## src/rtl/fm_discriminator_if.sv

```systemverilog
// I/Q sample input and frequency output bundle for fm_discriminator.
// The slave modport is the demodulator's view; master is the source/sink side.
interface fm_discriminator_if #(
    parameter int IQ_W  = 12,
    parameter int OUT_W = 12
);
    logic                    in_valid;
    logic signed [IQ_W-1:0]  i_in;
    logic signed [IQ_W-1:0]  q_in;
    logic                    out_valid;
    logic signed [OUT_W-1:0] out_data;

    modport master (
        output in_valid, i_in, q_in,
        input  out_valid, out_data
    );

    modport slave (
        input  in_valid, i_in, q_in,
        output out_valid, out_data
    );
endinterface

```

## src/rtl/fm_discriminator.sv

```systemverilog
// FM demodulator: pipelined CORDIC phase, wrapping differentiator, integrate-and-dump by DEC.
// Define FM_DEEMPH_EN to add a one-pole de-emphasis IIR on the dumped samples (+1 cycle).
module fm_discriminator #(
    parameter int IQ_W   = 12,
    parameter int PH_W   = 16,
    parameter int STAGES = 14,
    parameter int DEC    = 1,
    parameter int OUT_W  = 12
) (
    input  logic              clk,
    input  logic              areset,
    fm_discriminator_if.slave bus
);
    localparam int W       = IQ_W + 2;
    localparam int DEC_LOG = $clog2(DEC);
    localparam int ACC_W   = PH_W + DEC_LOG;
    localparam int CNT_W   = (DEC_LOG > 0) ? DEC_LOG : 1;

    function automatic logic [PH_W-1:0] atan_lsb(input int k);
        real t, term, sum, scale;
        t = 1.0;
        for (int n = 0; n < k; n++) t = t / 2.0;
        if (k == 0) begin
            sum = 0.78539816339744830962;
        end else begin
            sum  = 0.0;
            term = t;
            for (int n = 0; n < 40; n++) begin
                sum  = sum + ((n % 2 == 0) ? 1.0 : -1.0) * term / real'(2 * n + 1);
                term = term * t * t;
            end
        end
        scale = 1.0;
        for (int n = 0; n < PH_W; n++) scale = scale * 2.0;
        return PH_W'($rtoi(sum * scale / 6.283185307179586477 + 0.5));
    endfunction

    function automatic logic [STAGES*PH_W-1:0] atan_table();
        logic [STAGES*PH_W-1:0] tab;
        tab = '0;
        for (int k = 0; k < STAGES; k++) tab[k*PH_W +: PH_W] = atan_lsb(k);
        return tab;
    endfunction

    localparam logic [STAGES*PH_W-1:0] ATAN_TAB = atan_table();

    logic signed [W-1:0]    x_r [0:STAGES];
    logic signed [W-1:0]    y_r [0:STAGES];
    logic        [PH_W-1:0] z_r [0:STAGES];
    logic        [STAGES:0] v_r;
    logic        [STAGES:0] zf_r;
    logic signed [W-1:0]    i_ext;
    logic signed [W-1:0]    q_ext;

    assign i_ext = W'(bus.i_in);
    assign q_ext = W'(bus.q_in);

    // Pre-rotation folds the left half-plane onto the right, then each stage drives y to zero.
    always_ff @(posedge clk or posedge areset) begin
        if (areset) begin
            v_r  <= '0;
            zf_r <= '0;
            for (int k = 0; k <= STAGES; k++) begin
                x_r[k] <= '0;
                y_r[k] <= '0;
                z_r[k] <= '0;
            end
        end else begin
            v_r[0] <= bus.in_valid;
            if (bus.in_valid) begin
                zf_r[0] <= (bus.i_in == '0) && (bus.q_in == '0);
                if (bus.i_in[IQ_W-1]) begin
                    x_r[0] <= -i_ext;
                    y_r[0] <= -q_ext;
                    z_r[0] <= {1'b1, {(PH_W-1){1'b0}}};
                end else begin
                    x_r[0] <= i_ext;
                    y_r[0] <= q_ext;
                    z_r[0] <= '0;
                end
            end
            for (int k = 0; k < STAGES; k++) begin
                v_r[k+1]  <= v_r[k];
                zf_r[k+1] <= zf_r[k];
                if (!y_r[k][W-1]) begin
                    x_r[k+1] <= x_r[k] + (y_r[k] >>> k);
                    y_r[k+1] <= y_r[k] - (x_r[k] >>> k);
                    z_r[k+1] <= z_r[k] + ATAN_TAB[k*PH_W +: PH_W];
                end else begin
                    x_r[k+1] <= x_r[k] - (y_r[k] >>> k);
                    y_r[k+1] <= y_r[k] + (x_r[k] >>> k);
                    z_r[k+1] <= z_r[k] - ATAN_TAB[k*PH_W +: PH_W];
                end
            end
        end
    end

    logic            ph_v;
    logic [PH_W-1:0] ph;
    logic            first;
    logic            d_v;
    logic [PH_W-1:0] ph_prev;
    logic [PH_W-1:0] d;

    // Modular subtraction makes the difference land in [-pi, pi) without an unwrap stage.
    always_ff @(posedge clk or posedge areset) begin
        if (areset) begin
            ph_v    <= 1'b0;
            ph      <= '0;
            first   <= 1'b1;
            d_v     <= 1'b0;
            ph_prev <= '0;
            d       <= '0;
        end else begin
            ph_v <= v_r[STAGES];
            if (v_r[STAGES]) ph <= zf_r[STAGES] ? '0 : z_r[STAGES];
            d_v <= ph_v;
            if (ph_v) begin
                d       <= first ? '0 : ph - ph_prev;
                ph_prev <= ph;
                first   <= 1'b0;
            end
        end
    end

    logic signed [ACC_W-1:0] acc;
    logic signed [ACC_W-1:0] d_ext;
    logic signed [ACC_W-1:0] acc_next;
    logic        [CNT_W-1:0] cnt;
    logic                    dump_v;
    logic signed [OUT_W-1:0] raw;

    assign d_ext    = ACC_W'($signed(d));
    assign acc_next = acc + d_ext;

    // The DEC-th difference closes the block; the top OUT_W bits give the average.
    always_ff @(posedge clk or posedge areset) begin
        if (areset) begin
            acc    <= '0;
            cnt    <= '0;
            dump_v <= 1'b0;
            raw    <= '0;
        end else begin
            dump_v <= 1'b0;
            if (d_v) begin
                if (cnt == CNT_W'(DEC - 1)) begin
                    acc    <= '0;
                    cnt    <= '0;
                    dump_v <= 1'b1;
                    raw    <= acc_next[ACC_W-1 -: OUT_W];
                end else begin
                    acc <= acc_next;
                    cnt <= cnt + 1'b1;
                end
            end
        end
    end

`ifdef FM_DEEMPH_EN
    logic signed [OUT_W+3:0] y_de;
    logic signed [OUT_W+4:0] de_diff;
    logic                    de_v;

    assign de_diff = (OUT_W+5)'($signed({raw, 4'b0000})) - (OUT_W+5)'(y_de);

    // Four extra fraction bits keep the 1/16 leak from stalling on small steps.
    always_ff @(posedge clk or posedge areset) begin
        if (areset) begin
            y_de <= '0;
            de_v <= 1'b0;
        end else begin
            de_v <= dump_v;
            if (dump_v) y_de <= y_de + (OUT_W+4)'(de_diff >>> 4);
        end
    end

    assign bus.out_valid = de_v;
    assign bus.out_data  = y_de[OUT_W+3 -: OUT_W];
`else
    assign bus.out_valid = dump_v;
    assign bus.out_data  = raw;
`endif
endmodule
```

## src/flat_wrapper.sv

```systemverilog
// flat-port wrapper written by rule: the top's interface ports become plain ports
module fm_discriminator_flat 
#(
    parameter int IQ_W   = 12,
    parameter int PH_W   = 16,
    parameter int STAGES = 14,
    parameter int DEC    = 1,
    parameter int OUT_W  = 12
)
  (clk, areset, bus_in_valid, bus_i_in, bus_q_in, bus_out_valid, bus_out_data);
  fm_discriminator_if #(.IQ_W(IQ_W), .OUT_W(OUT_W)) bus_i ();
  input  logic clk;
  input  logic areset;
  input wire logic [$bits(bus_i.in_valid)-1:0] bus_in_valid;
  input wire logic [$bits(bus_i.i_in)-1:0] bus_i_in;
  input wire logic [$bits(bus_i.q_in)-1:0] bus_q_in;
  output wire logic [$bits(bus_i.out_valid)-1:0] bus_out_valid;
  output wire logic [$bits(bus_i.out_data)-1:0] bus_out_data;
  assign bus_i.in_valid = bus_in_valid;
  assign bus_i.i_in = bus_i_in;
  assign bus_i.q_in = bus_q_in;
  assign bus_out_valid = bus_i.out_valid;
  assign bus_out_data = bus_i.out_data;
  fm_discriminator #(.IQ_W(IQ_W), .PH_W(PH_W), .STAGES(STAGES), .DEC(DEC), .OUT_W(OUT_W)) u_core (.clk(clk), .areset(areset), .bus(bus_i));
endmodule
```

## config.mk

```make
export PLATFORM = sky130hd
export DESIGN_NAME = fm_discriminator_flat
export DESIGN_NICKNAME = d
export VERILOG_FILES = /design/src/rtl/fm_discriminator_if.sv /design/src/rtl/fm_discriminator.sv /design/src/flat_wrapper.sv
export SDC_FILE = /design/constraint.sdc
export NUM_CORES = 2
export LEC_CHECK = 0
export ABC_AREA = 1
export BUFFER_PORTS_ARGS = -buffer_cell sky130_fd_sc_hd__buf_2
export CORE_MARGIN = 2
export CORE_UTILIZATION = 45
export DETAILED_ROUTE_END_ITERATION = 8
export PLACE_DENSITY_LB_ADDON = 0.15
export SLEW_MARGIN = 40
export SYNTH_ARGS = -nofsm -noshare
export SYNTH_HDL_FRONTEND = slang
export SYNTH_SLANG_ARGS = --single-unit
export TNS_END_PERCENT = 30
```

## constraint.sdc

```tcl
create_clock -name clk -period 22.4 [get_ports clk]
set_input_delay 2.24 -clock clk [delete_from_list [all_inputs] [get_ports clk]]
set_output_delay 2.24 -clock clk [all_outputs]
set_load 0.005 [all_outputs]
```

==> flow_metrics.env <==
export IMPL_cp_slowest_cell="buf_16"
export IMPL_area_delta_synth_final_pct=9.617
export IMPL_rows=119
export IMPL_place_gp_congestion=0.9127
export IMPL_antenna_found_initial=0
export IMPL_drt_pass1_iter_count=5
export IMPL_path_clk_slew_ns=0.06
export IMPL_core_sq_um=105600
export IMPL_vias=39870
export IMPL_relSlewSlack_pct=44.76
export IMPL_wl_per_cell_um=15.16
export IMPL_syn_inst=6170
export IMPL_yosysUniqueCellTypes=55
export IMPL_r2r_end="u_core.y_r[111]"
export IMPL_timing_hold_ws_ns=0.3449
export IMPL_drt_iter0_drc=2282
export IMPL_ys_async_sr_fraction_pct=100.0
export IMPL_worstPathArrival_ns=4.49
export IMPL_ys_seq_area_share_pct=33.44
export IMPL_slowest_delay_ns=0.42
export IMPL_r2r_start="u_core.y_r[125]"
export IMPL_ys_ff_latch=642
export IMPL_start_util_pct=45.51
export IMPL_hold_buffers=0
export IMPL_status="finished clean"
export IMPL_final_max_slew_viol_count=0
export IMPL_grt_pass1_vias=38900
export IMPL_ios=40
export IMPL_clock_sinks=642
export IMPL_grt_usage_pct=21.67
export IMPL_cts_inserted_buffers=77
export IMPL_synth_area_top_cells="dfrtp_1 33%, ha_1 15%, nand2_1 10%, xor2_1 6.9%, nand3_1 5.4%"
export IMPL_mostFrequentLayoutCell="nand2_1"
export IMPL_reg2reg_depth=14
export IMPL_dieArea_sq_um=109400
export IMPL_ys_warn_count=0
export IMPL_wirelength_um=116700
export IMPL_setup_viol=0
export IMPL_finalHoldViolCount=0
export IMPL_maxCapViolCount=0
export IMPL_cp_required_ns=23.18
export IMPL_syn_area_sq_um=48050
export IMPL_layout_common_cells="1287 x nand2_1, 683 x inv_1, 640 x nor2_1, 638 x dfrtp_1, 563 x ha_1"
export IMPL_die_x_um=330.8
export IMPL_cts_buffer_depth=3
export IMPL_worst_setup_path_start_kind="primary input"
export IMPL_rsz0062_at_grt="false"
export IMPL_h_tree_depth=3
export IMPL_cts_setup_buffers=0
export IMPL_syn_nets=6798
export IMPL_final_nets=6867
export IMPL_critPathKind="in -> async"
export IMPL_die_y_um=330.8
export IMPL_skew_ns=0.03619
export IMPL_worst_pin_slew_ns=0.8287
export IMPL_drive_gt1_share_pct=3.982
export IMPL_yosysTopAreaCell="dfrtp_1"
export IMPL_hpwl_um=92650
export IMPL_clock_latency_ns=0.67
export IMPL_synth_edff_count=0
export IMPL_fmax_mhz=269.7
export IMPL_grt_overflow_total=0
export IMPL_hold_depth=0
export IMPL_syn_area_per_cell_sq_um=7.787
export IMPL_crit_fanout=114
export IMPL_end_kind="async pin"
export IMPL_root_buffer="clkbuf_16"
export IMPL_fin_crit_ns=3.708
export IMPL_cp_buffers_inverters=6
export IMPL_rrSetupSlack_ns=18.95
export IMPL_crit_family="buffers and inverters"
export IMPL_crit_chain="buf_2 -> clkinv_8 -> buf_12 -> buf_16 -> buf_12 -> buf_16"
export IMPL_num_fill_cells=10320
export IMPL_drtAntennaViolNets=0
export IMPL_drc_errors=0
export IMPL_cts_tree="yes"
export IMPL_viasPerCell=5.181
export IMPL_hold_end="u_core.v_r[8]"
export IMPL_hold_start="u_core.v_r[7]"
export IMPL_netlist_area_leader_share_pct=33.38
export IMPL_n_antenna_cell=0
export IMPL_grt_max_degree=171
export IMPL_grt_pass1_wl_um=195300
export IMPL_port_buffers=39
export IMPL_cts_resized=0
export IMPL_tns_ns=0
export IMPL_period_share_pct=16.55
export IMPL_synth_main_ff_cell="dfrtp_1"
export IMPL_hold_class="reg -> reg"
cell usage after synthesis (all sizes together), types with 3 or more instances:
cell and number:
nand2 1293, inv 692, nor2 652, dfrtp 641, ha 563, nand3 521, a21oi 439, xor2 376
o21ai 332, xnor2 143, nor3 90, nand4 84, a21o 79, buf 41, fa 38, o21bai 28
a21boi 21, clkbuf 20, a31oi 19, nand3b 19, nor3b 14, or2 9, mux2 8, o211ai 8
o31ai 7, o22ai 6, a22oi 5, and2 4, clkinv 4, a211oi 3
state kept, by name, summed over array words and instances (netlist names):
name                  cells
u_core.bus.out_valid      1
u_core.ph                16
u_core.zf_r              15
u_core.x_r              170
u_core.bus.out_data      12
u_core.first              1
u_core.ph_v               1
u_core.d                 12
u_core.z_r              200
u_core.ph_prev           16
u_core.v_r               15
u_core.y_r              182
u_core.d_v                1
worst max-delay path by stage:
stage	startpoint	to	slack, ns	cells past startpoint
6_report	areset	u_core.z_r[153]	18.69	6
5_1_grt	areset	u_core.z_r[154]	18.29	6
4_1_cts	areset	u_core.z_r[159]	18.51	4
3_5_place_dp	areset	u_core.ph_v	17.79	4
3_3_place_gp	areset	u_core.bus.out_valid	17.61	4
2_1_floorplan	areset	u_core.bus.out_data[0]	2.18	1
worst register-to-register path: stages (launching register included):
cell	delay, ns
dfrtp_1	0.87
clkinv_1	0.78
nor2_1	0.43
inv_1	0.07
nand2_1	0.11
nand2_1	0.06
ha_1	0.34
nand2_1	0.13
nor2_1	0.06
nor2_1	0.14
nor2_1	0.06
nor2_1	0.12
nand2_1	0.06
o21ai_0	0.07
nand2_1	0.07
metal layers:
| metal | part of all wire (%) | vias to the layer above | wire length (um) | GRT usage, % |
|---|---|---|---|---|
| met2 | 48 | 675 | 55770 | 37.27 |
| met1 | 47 | 18530 | 54370 | 28.99 |
| met4 | 2.1 | 0 | 2457 | 5.282 |
| met5 | 0 | - | 0 | 0 |
| li1 | - | 20510 | - | - |
| met3 | 3.5 | 152 | 4052 | 2.587 |
kinds of logic (layout without fill, tap and decap cells):
group	Yosys count	count (layout)	synth area share [%]
fa+ha+maj	601	601	16.24
other cells	1	1	0.007805
simple gates	2690	2690	23.58
buf+inv	757	891	6.127
mux	9	9	0.2083
flops	642	642	33.44
compound gates	951	951	10.93
xor+xnor	519	519	9.461
layout make-up:
| class | count | area [sq um] | share of cell area, % |
|---|---|---|---|
| clock buffers | 105 | 2142 | 4.067 |
| clock inverters | 39 | 679.4 | 1.290 |
| inverters | 696 | 2630 | 4.994 |
| multi-input cells | 4771 | 29040 | 55.15 |
| flip-flops and latches | 642 | 16070 | 30.51 |
| well taps | 1391 | 1740 | 3.305 |
| repair buffers | 51 | 361.6 | 0.6866 |
stage by stage:
stage / setup slack (ns) / std cells / util, % / cell area (sq um)
final: 18.69 / 7695 / 49.89 / 52670
after global routing: 18.29 / 7695 / 49.89 / 52670
after CTS: 18.51 / 7693 / 49.83 / 52600
after detailed placement: 17.79 / 7549 / 47.15 / 49780
after global placement: 17.61 / 7549 / 47.14 / 49760
after floorplan: 2.176 / 6170 / - / 48050
Power is left out: the tool's default activity adds up to more than one toggle a clock period on the data nets, which glitch-free logic cannot reach.
